## config.mk

```make
export PLATFORM = sky130hd
export DESIGN_NAME = fetch_ctrl
export DESIGN_NICKNAME = d
export VERILOG_FILES = /design/src/rtl/cpu_pkg.sv /design/src/rtl/fetch_ctrl.sv
export SDC_FILE = /design/constraint.sdc
export NUM_CORES = 1
export LEC_CHECK = 0
export CAP_MARGIN = 10
export CORE_UTILIZATION = 45
export DETAILED_ROUTE_END_ITERATION = 7
export PLACE_DENSITY = 0.8
export REMOVE_ABC_BUFFERS = 1
export SYNTH_ARGS = -nofsm -noshare
export SYNTH_HDL_FRONTEND = slang
export SYNTH_SLANG_ARGS = --single-unit
```

## constraint.sdc

```tcl
create_clock -name clk -period 2.5 [get_ports clk]
set_input_delay 0.625 -clock clk [delete_from_list [all_inputs] [get_ports clk]]
set_output_delay 0.625 -clock clk [all_outputs]
set_load 0.05 [all_outputs]
```

## src/rtl/cpu_pkg.sv

```systemverilog
// Shared CPU definitions: datapath widths, fetch FSM encoding and opcode map.
// Decode imports the opcode constants from here as well.
package cpu_pkg;

    localparam int DEF_ADDR_W  = 8;
    localparam int DEF_INSTR_W = 17;
    localparam int DEF_OP_W    = 5;
    localparam int DEF_CNT_W   = 16;

    typedef enum logic [1:0] {
        FETCH_IDLE = 2'd0,
        FETCH_RUN  = 2'd1,
        FETCH_HALT = 2'd2
    } fetch_state_e;

    localparam logic [1:0] ST_IDLE = 2'd0;
    localparam logic [1:0] ST_RUN  = 2'd1;
    localparam logic [1:0] ST_HALT = 2'd2;

    localparam logic [DEF_OP_W-1:0] OP_NOP  = 5'b00000;
    localparam logic [DEF_OP_W-1:0] OP_ADD  = 5'b00001;
    localparam logic [DEF_OP_W-1:0] OP_SUB  = 5'b00010;
    localparam logic [DEF_OP_W-1:0] OP_LD   = 5'b00100;
    localparam logic [DEF_OP_W-1:0] OP_ST   = 5'b00101;
    localparam logic [DEF_OP_W-1:0] OP_BR   = 5'b01000;
    localparam logic [DEF_OP_W-1:0] HALT_OP = 5'b11111;

endpackage

```

## src/rtl/fetch_ctrl.sv

```systemverilog
// Instruction-fetch sequencer: owns the PC, addresses prog_mem combinationally
// and registers each fetched word into a one-entry IR toward decode.
module fetch_ctrl
    import cpu_pkg::*;
#(
    parameter int ADDR_W  = DEF_ADDR_W,
    parameter int INSTR_W = DEF_INSTR_W,
    parameter int OP_W    = DEF_OP_W,
    parameter logic [OP_W-1:0] HALT_CODE = HALT_OP,
    parameter int CNT_W   = DEF_CNT_W
) (
    input  logic               clk,
    input  logic               rst_n,
    input  logic               start,
    input  logic [ADDR_W-1:0]  start_addr,
    output logic [ADDR_W-1:0]  mem_addr,
    input  logic [INSTR_W-1:0] mem_data,
    input  logic               br_valid,
    input  logic [ADDR_W-1:0]  br_addr,
    output logic [INSTR_W-1:0] ir_data,
    output logic [ADDR_W-1:0]  ir_pc,
    output logic               ir_valid,
    input  logic               ir_ready,
    output logic               halted,
    output logic [CNT_W-1:0]   fetch_cnt,
    output logic [1:0]         dbg_state
);

    localparam logic [ADDR_W-1:0] PC_ONE  = ADDR_W'(1);
    localparam logic [CNT_W-1:0]  CNT_ONE = CNT_W'(1);

    logic [1:0]         state_q, state_d;
    logic [ADDR_W-1:0]  pc_q, pc_d;
    logic [INSTR_W-1:0] ir_data_q, ir_data_d;
    logic [ADDR_W-1:0]  ir_pc_q, ir_pc_d;
    logic               ir_valid_q, ir_valid_d;
    logic [CNT_W-1:0]   fetch_cnt_q, fetch_cnt_d;
    logic               slot_free;
    logic               is_halt;

    // Handshake: the IR word transfers on any cycle where ir_valid & ir_ready;
    // ir_valid, ir_data and ir_pc never change while ir_valid=1 and ir_ready=0,
    // except that a branch redirect (or restart from HALT) withdraws the word.
    assign slot_free = !ir_valid_q || ir_ready;
    assign is_halt   = (mem_data[INSTR_W-1 -: OP_W] == HALT_CODE);

    always_comb begin
        state_d     = state_q;
        pc_d        = pc_q;
        ir_data_d   = ir_data_q;
        ir_pc_d     = ir_pc_q;
        ir_valid_d  = ir_valid_q;
        fetch_cnt_d = fetch_cnt_q;
        case (state_q)
            ST_IDLE: begin
                if (start) begin
                    pc_d    = start_addr;
                    state_d = ST_RUN;
                end
            end
            ST_RUN: begin
                if (br_valid) begin
                    pc_d       = br_addr;
                    ir_valid_d = 1'b0;
                end else if (slot_free) begin
                    ir_data_d  = mem_data;
                    ir_pc_d    = pc_q;
                    ir_valid_d = 1'b1;
                    if (fetch_cnt_q != {CNT_W{1'b1}}) begin
                        fetch_cnt_d = fetch_cnt_q + CNT_ONE;
                    end
                    // A halt word parks the PC on itself so a later start/branch is the only way on.
                    if (is_halt) begin
                        state_d = ST_HALT;
                    end else begin
                        pc_d = pc_q + PC_ONE;
                    end
                end
            end
            ST_HALT: begin
                if (br_valid) begin
                    pc_d       = br_addr;
                    ir_valid_d = 1'b0;
                    state_d    = ST_RUN;
                end else if (start) begin
                    pc_d       = start_addr;
                    ir_valid_d = 1'b0;
                    state_d    = ST_RUN;
                end else if (ir_valid_q && ir_ready) begin
                    ir_valid_d = 1'b0;
                end
            end
            default: begin
                state_d = ST_IDLE;
            end
        endcase
    end

    always_ff @(posedge clk or negedge rst_n) begin
        if (!rst_n) begin
            state_q     <= ST_IDLE;
            pc_q        <= '0;
            ir_data_q   <= '0;
            ir_pc_q     <= '0;
            ir_valid_q  <= 1'b0;
            fetch_cnt_q <= '0;
        end else begin
            state_q     <= state_d;
            pc_q        <= pc_d;
            ir_data_q   <= ir_data_d;
            ir_pc_q     <= ir_pc_d;
            ir_valid_q  <= ir_valid_d;
            fetch_cnt_q <= fetch_cnt_d;
        end
    end

    assign mem_addr  = pc_q;
    assign ir_data   = ir_data_q;
    assign ir_pc     = ir_pc_q;
    assign ir_valid  = ir_valid_q;
    assign halted    = (state_q == ST_HALT);
    assign fetch_cnt = fetch_cnt_q;
    assign dbg_state = state_q;

endmodule
```

* Word-level counts from Yosys, hierarchy flattened *
Cells that the tools add are included.

operators by class
  add/subtract/negate cells = 2
  equal/unequal tests = 10
  mux-type cells = 18
  bitwise operators = 1
  reductions and logical operators = 11

operator list
  cell                                                                      count
  8-bit two-way mux                                                         5
  8-bit one-hot mux with 3 select lines                                     1
  16-bit by 1-bit adder with 16-bit output (second input constant)          1
  16-bit inequality test (second input constant)                            1
  3-bit AND reduction                                                       4
  2-bit two-way mux                                                         5
  8-bit by 1-bit adder with 8-bit output (second input constant)            1
  2-bit inequality test (second input constant)                             3
  3-bit inequality test (second input constant)                             2
  2-bit one-hot mux with 3 select lines                                     1
  5-bit == test (second input constant)                                     1
  1-bit two-way mux                                                         5
  4-bit by 3-bit inequality test with 1-bit output (second input constant)  1
  4-bit AND reduction                                                       1
  3-bit nonzero test                                                        1
  2-bit by 1-bit == test with 1-bit output (second input constant)          1
  2-bit == test (second input constant)                                     1
  2-bit zero test                                                           1
  1-bit one-hot mux with 2 select lines                                     1
  2-bit nonzero test                                                        1
  1-bit logical AND                                                         1
  1-bit zero test                                                           1
  1-bit logical OR                                                          1
  1-bit NOT                                                                 1

storage, ports and cells
  register bits = 52
  input bits = 38
  output and inout port bits = 53
  word-level logic and storage cells = 48

* Depth between registers and ports, before layout *
  depth after elaboration = 5
  mapped depth = 9

* Least setup slack after synthesis *
No wires, ideal clock.

  path kind = reg-to-reg
  start = register state_q[0], in the netlist dbg_state[0]
  end = register pc_q[6], in the netlist mem_addr[6]
  library setup time = 134 ps
  arrival time = 2288 ps
  required time = 2366 ps
  setup slack = 78 ps
  cell stages (with the launch flop) = 8
  buffers on the path = 0
  clock period less this slack = 2422 ps
  cells stage by stage = dfrtp_1 -> inv_1 -> ha_1 -> or2_2 -> and3_1 -> and2_0 -> o31ai_1 -> nand3_1

between the ends
  longest elaborated chain between the ends = 3
  elaborated cells on any way between the ends = 8
  those cells by class = eq/ne (4); mux (1); reduce/logical (3)

ends and longest elaborated chain
  element                        line               text
  from (decl)                    fetch_ctrl.sv:32   logic [1:0] state_q, state_d;
  from (signal assigned)         fetch_ctrl.sv:108  state_q <= state_d;
  2-bit == test *                -
  net halted                     fetch_ctrl.sv:24   output logic halted,
  3-bit nonzero test (no line)   -
  3-bit AND reduction (no line)  -
  to (signal assigned)           fetch_ctrl.sv:109  pc_q <= pc_d;
  to (decl)                      fetch_ctrl.sv:33   logic [ADDR_W-1:0] pc_q, pc_d;

The timed path passes the listed nets; every way through them passes the cells marked *.
A chain may end at the register's enable or synchronous reset.

* Worst setup path after layout *
  start = register fetch_cnt_q[4], in the netlist fetch_cnt[4]
  end = output fetch_cnt[4]

RTL lines
  element                 line               text
  from (decl)             fetch_ctrl.sv:37   logic [CNT_W-1:0] fetch_cnt_q, fetch_cnt_d;
  from (signal assigned)  fetch_ctrl.sv:113  fetch_cnt_q <= fetch_cnt_d;
  to (decl)               fetch_ctrl.sv:25   output logic [CNT_W-1:0] fetch_cnt,

No word-level cell between the ends.

==> reports/metrics.cfg <==
[floorplanning]
fp.dieW_um=77.2
chipHeight_um=77.2
start_util_pct=46.5
dieArea_sq_um=5960
core-area_sq_um=5470
ios=91
rows=27

[synthesis]
synth_edf_count=0
synth_cell_types=43
seq_area_frac_synth_pct=51.2
synth_seq_cells=52
async_reset_ff_share_pct=100
syn_area_per_cell_sq_um=11.1
yosys_warnings=0
synth_area_leader_cell=dfrtp_1
synth_top_area_share_pct=51.2
synthFlopType=dfrtp_1
synth_area_sq_um=2540
synth_cells=229
synth.area.top_cells=dfrtp_1, mux2_2, ha_1, nand2_1, o21ai_0

[power]
power_density_nw_per_um2=1250
ir_worst_vdd_mv=0.873
leakagePower_nw=1.57

[sta]
fin_crit_ns=2.25
fin_skew_ns=0.00804
rsz0062_at_grt=no
timing.final.crit_share_pct=89.9
fmax_ghz=0.445
tightest_slew_ns=0.666
hold_viol=0
finalSetupTns_ns=0
setup_viol=0
relSlewSlack_pct=55.6
slew_violations=0
whs_ns=0.424

[outcome]
status=completed

[setup_path]
cp.arrival_ns=1.62
reg2reg_to=fetch_cnt[15]
path_buf_inv=1
r2r-start=dbg_state[1]
criticalPathCategory=reg -> out
worstSetupStartpoint=fetch_cnt[4]
end_kind=output pin
reg2regPathDepth=7
crit_fanout=6
crit_family=buffers and inverters
cp-start-kind=flop
critical_path_required_ns=1.88
slowest_delay_ns=0.85
crit_slowest_cell=clkdlybuf4s50_1
path_cells=clkdlybuf4s50_1
rrSetupSlack_ns=0.35

[route]
drt-vias-per-instance=5.46
wl_per_cell_um=15.2
drt_iter0_drc=109
first_pass_iters=4
routed_wl_mm=6.11
antenna_left=0
drc=0
vias=2196

[global_route]
grt_first_pass_wirelength_mm=10.4
grt_pass1_vias=2199
grt_overflow=0
grtUsageTotal_pct=21.9
antenna_found_initial=0
grt_max_degree=53

[clock_network]
htreeDepth=2
clockRootBuffer=clkbuf_8
clkLatencyLatePin_ns=0.30
cts_resized=0
cts_setup_buffers=0
clock_path_buffers=2
cts_tree=done
cts_sinks=52
path_clk_slew_ns=0.09
hold_buffers=0
cts_buffers=5

[layout]
drive_above_1_share_pct=15.8
nFillCells=449
mostFrequentLayoutCell=clkdlybuf4s50_1
ff_latch_area_sq_um=1300
multi_input_area_sq_um=1200
area_growth_pct=44.0
layout.nets=373
antennaDiodeCount=0
most-common-layout-cells=clkdlybuf4s50_1, dfrtp_1, mux2_2, nand2_1, o21ai_0

[place]
place_congestion=0.863
port_buffers=90
dpl.hpwl_mm=4.51

[worst_hold_path]
hold_class=in -> async

[run]
maxCapViolCount=0

## cell usage after synthesis, types with 2 or more instances
cell	number
a21oi_1	6
a22oi_1	2
a31oi_1	3
and2_0	3
and3_1	10
buf_2	2
dfrtp_1	52
ha_1	6
inv_1	6
mux2_2	29
nand2_1	18
nand2b_1	3
nand3_1	11
nand4_1	3
nor2_1	10
nor2b_1	3
nor3_1	4
nor4_1	3
o21a_1	2
o21ai_0	13
o31ai_1	4
or2_2	3
or3_1	2
xnor2_1	7
xor2_1	6
## cell families after synthesis
| group | Yosys count | share of synthesized area, % |
|---|---|---|
| buffers and inverters | 9 | 1.48 |
| adder cells (fa/ha/maj) | 6 | 2.95 |
| AO/OA/AOI/OAI | 38 | 9.49 |
| multiplexers | 29 | 12.8 |
| flip-flops | 52 | 51.2 |
| XOR/XNOR | 13 | 4.48 |
| AND/OR/NAND/NOR | 82 | 17.6 |
## report_power, final
group          internal, W  switching, W
sequential         0.00115      0.000257
combinational     0.000995       0.00168
clock             0.000225      0.000266
## flip-flops by register name, indices dropped and copies added, names as in the netlist
name / flops
ir_pc: 8
dbg_state: 2
ir_data: 17
ir_valid: 1
fetch_cnt: 16
mem_addr: 8
## layout make-up
cell class / count / area share, %
timing repair buffer: 96 / 26.0
multi-input combinational: 168 / 32.9
tap: 72 / 2.46
sequential: 52 / 35.5
clock buffer: 7 / 2.36
inverter: 6 / 0.615
clock inverter: 1 / 0.205
## through the flow
step	utilization [%]	total power, W	instance area [sq um]	worst slack, ns	instances
after floorplan	-	0.00314	2530	0.0265	226
after global placement	65.2	0.00406	3570	0.175	394
after detailed placement	65.2	0.00411	3570	0.113	394
after CTS	66.9	0.00461	3660	0.245	402
after global routing	66.9	0.00481	3660	0.167	402
final	66.9	0.00457	3660	0.251	402
## routing by layer
layer  share of wire, %  vias to the layer above  GRT usage (%)
met4               0.82                        0           6.42
li1                   -                     1034              -
met3                7.3                        6           6.19
met2                 49                       82           36.2
met1                 43                     1074           27.7
met5                  0                        -              0
## worst max-delay path by stage
stage                                to  cells past startpoint
after global routing      fetch_cnt[15]                      7
after detailed placement  fetch_cnt[15]                      6
after global placement    fetch_cnt[15]                      6
final                      fetch_cnt[4]                      1
after CTS                  fetch_cnt[3]                      1
after floorplan            fetch_cnt[1]                      5
No activity file was read; power rests on OpenSTA's default activity.
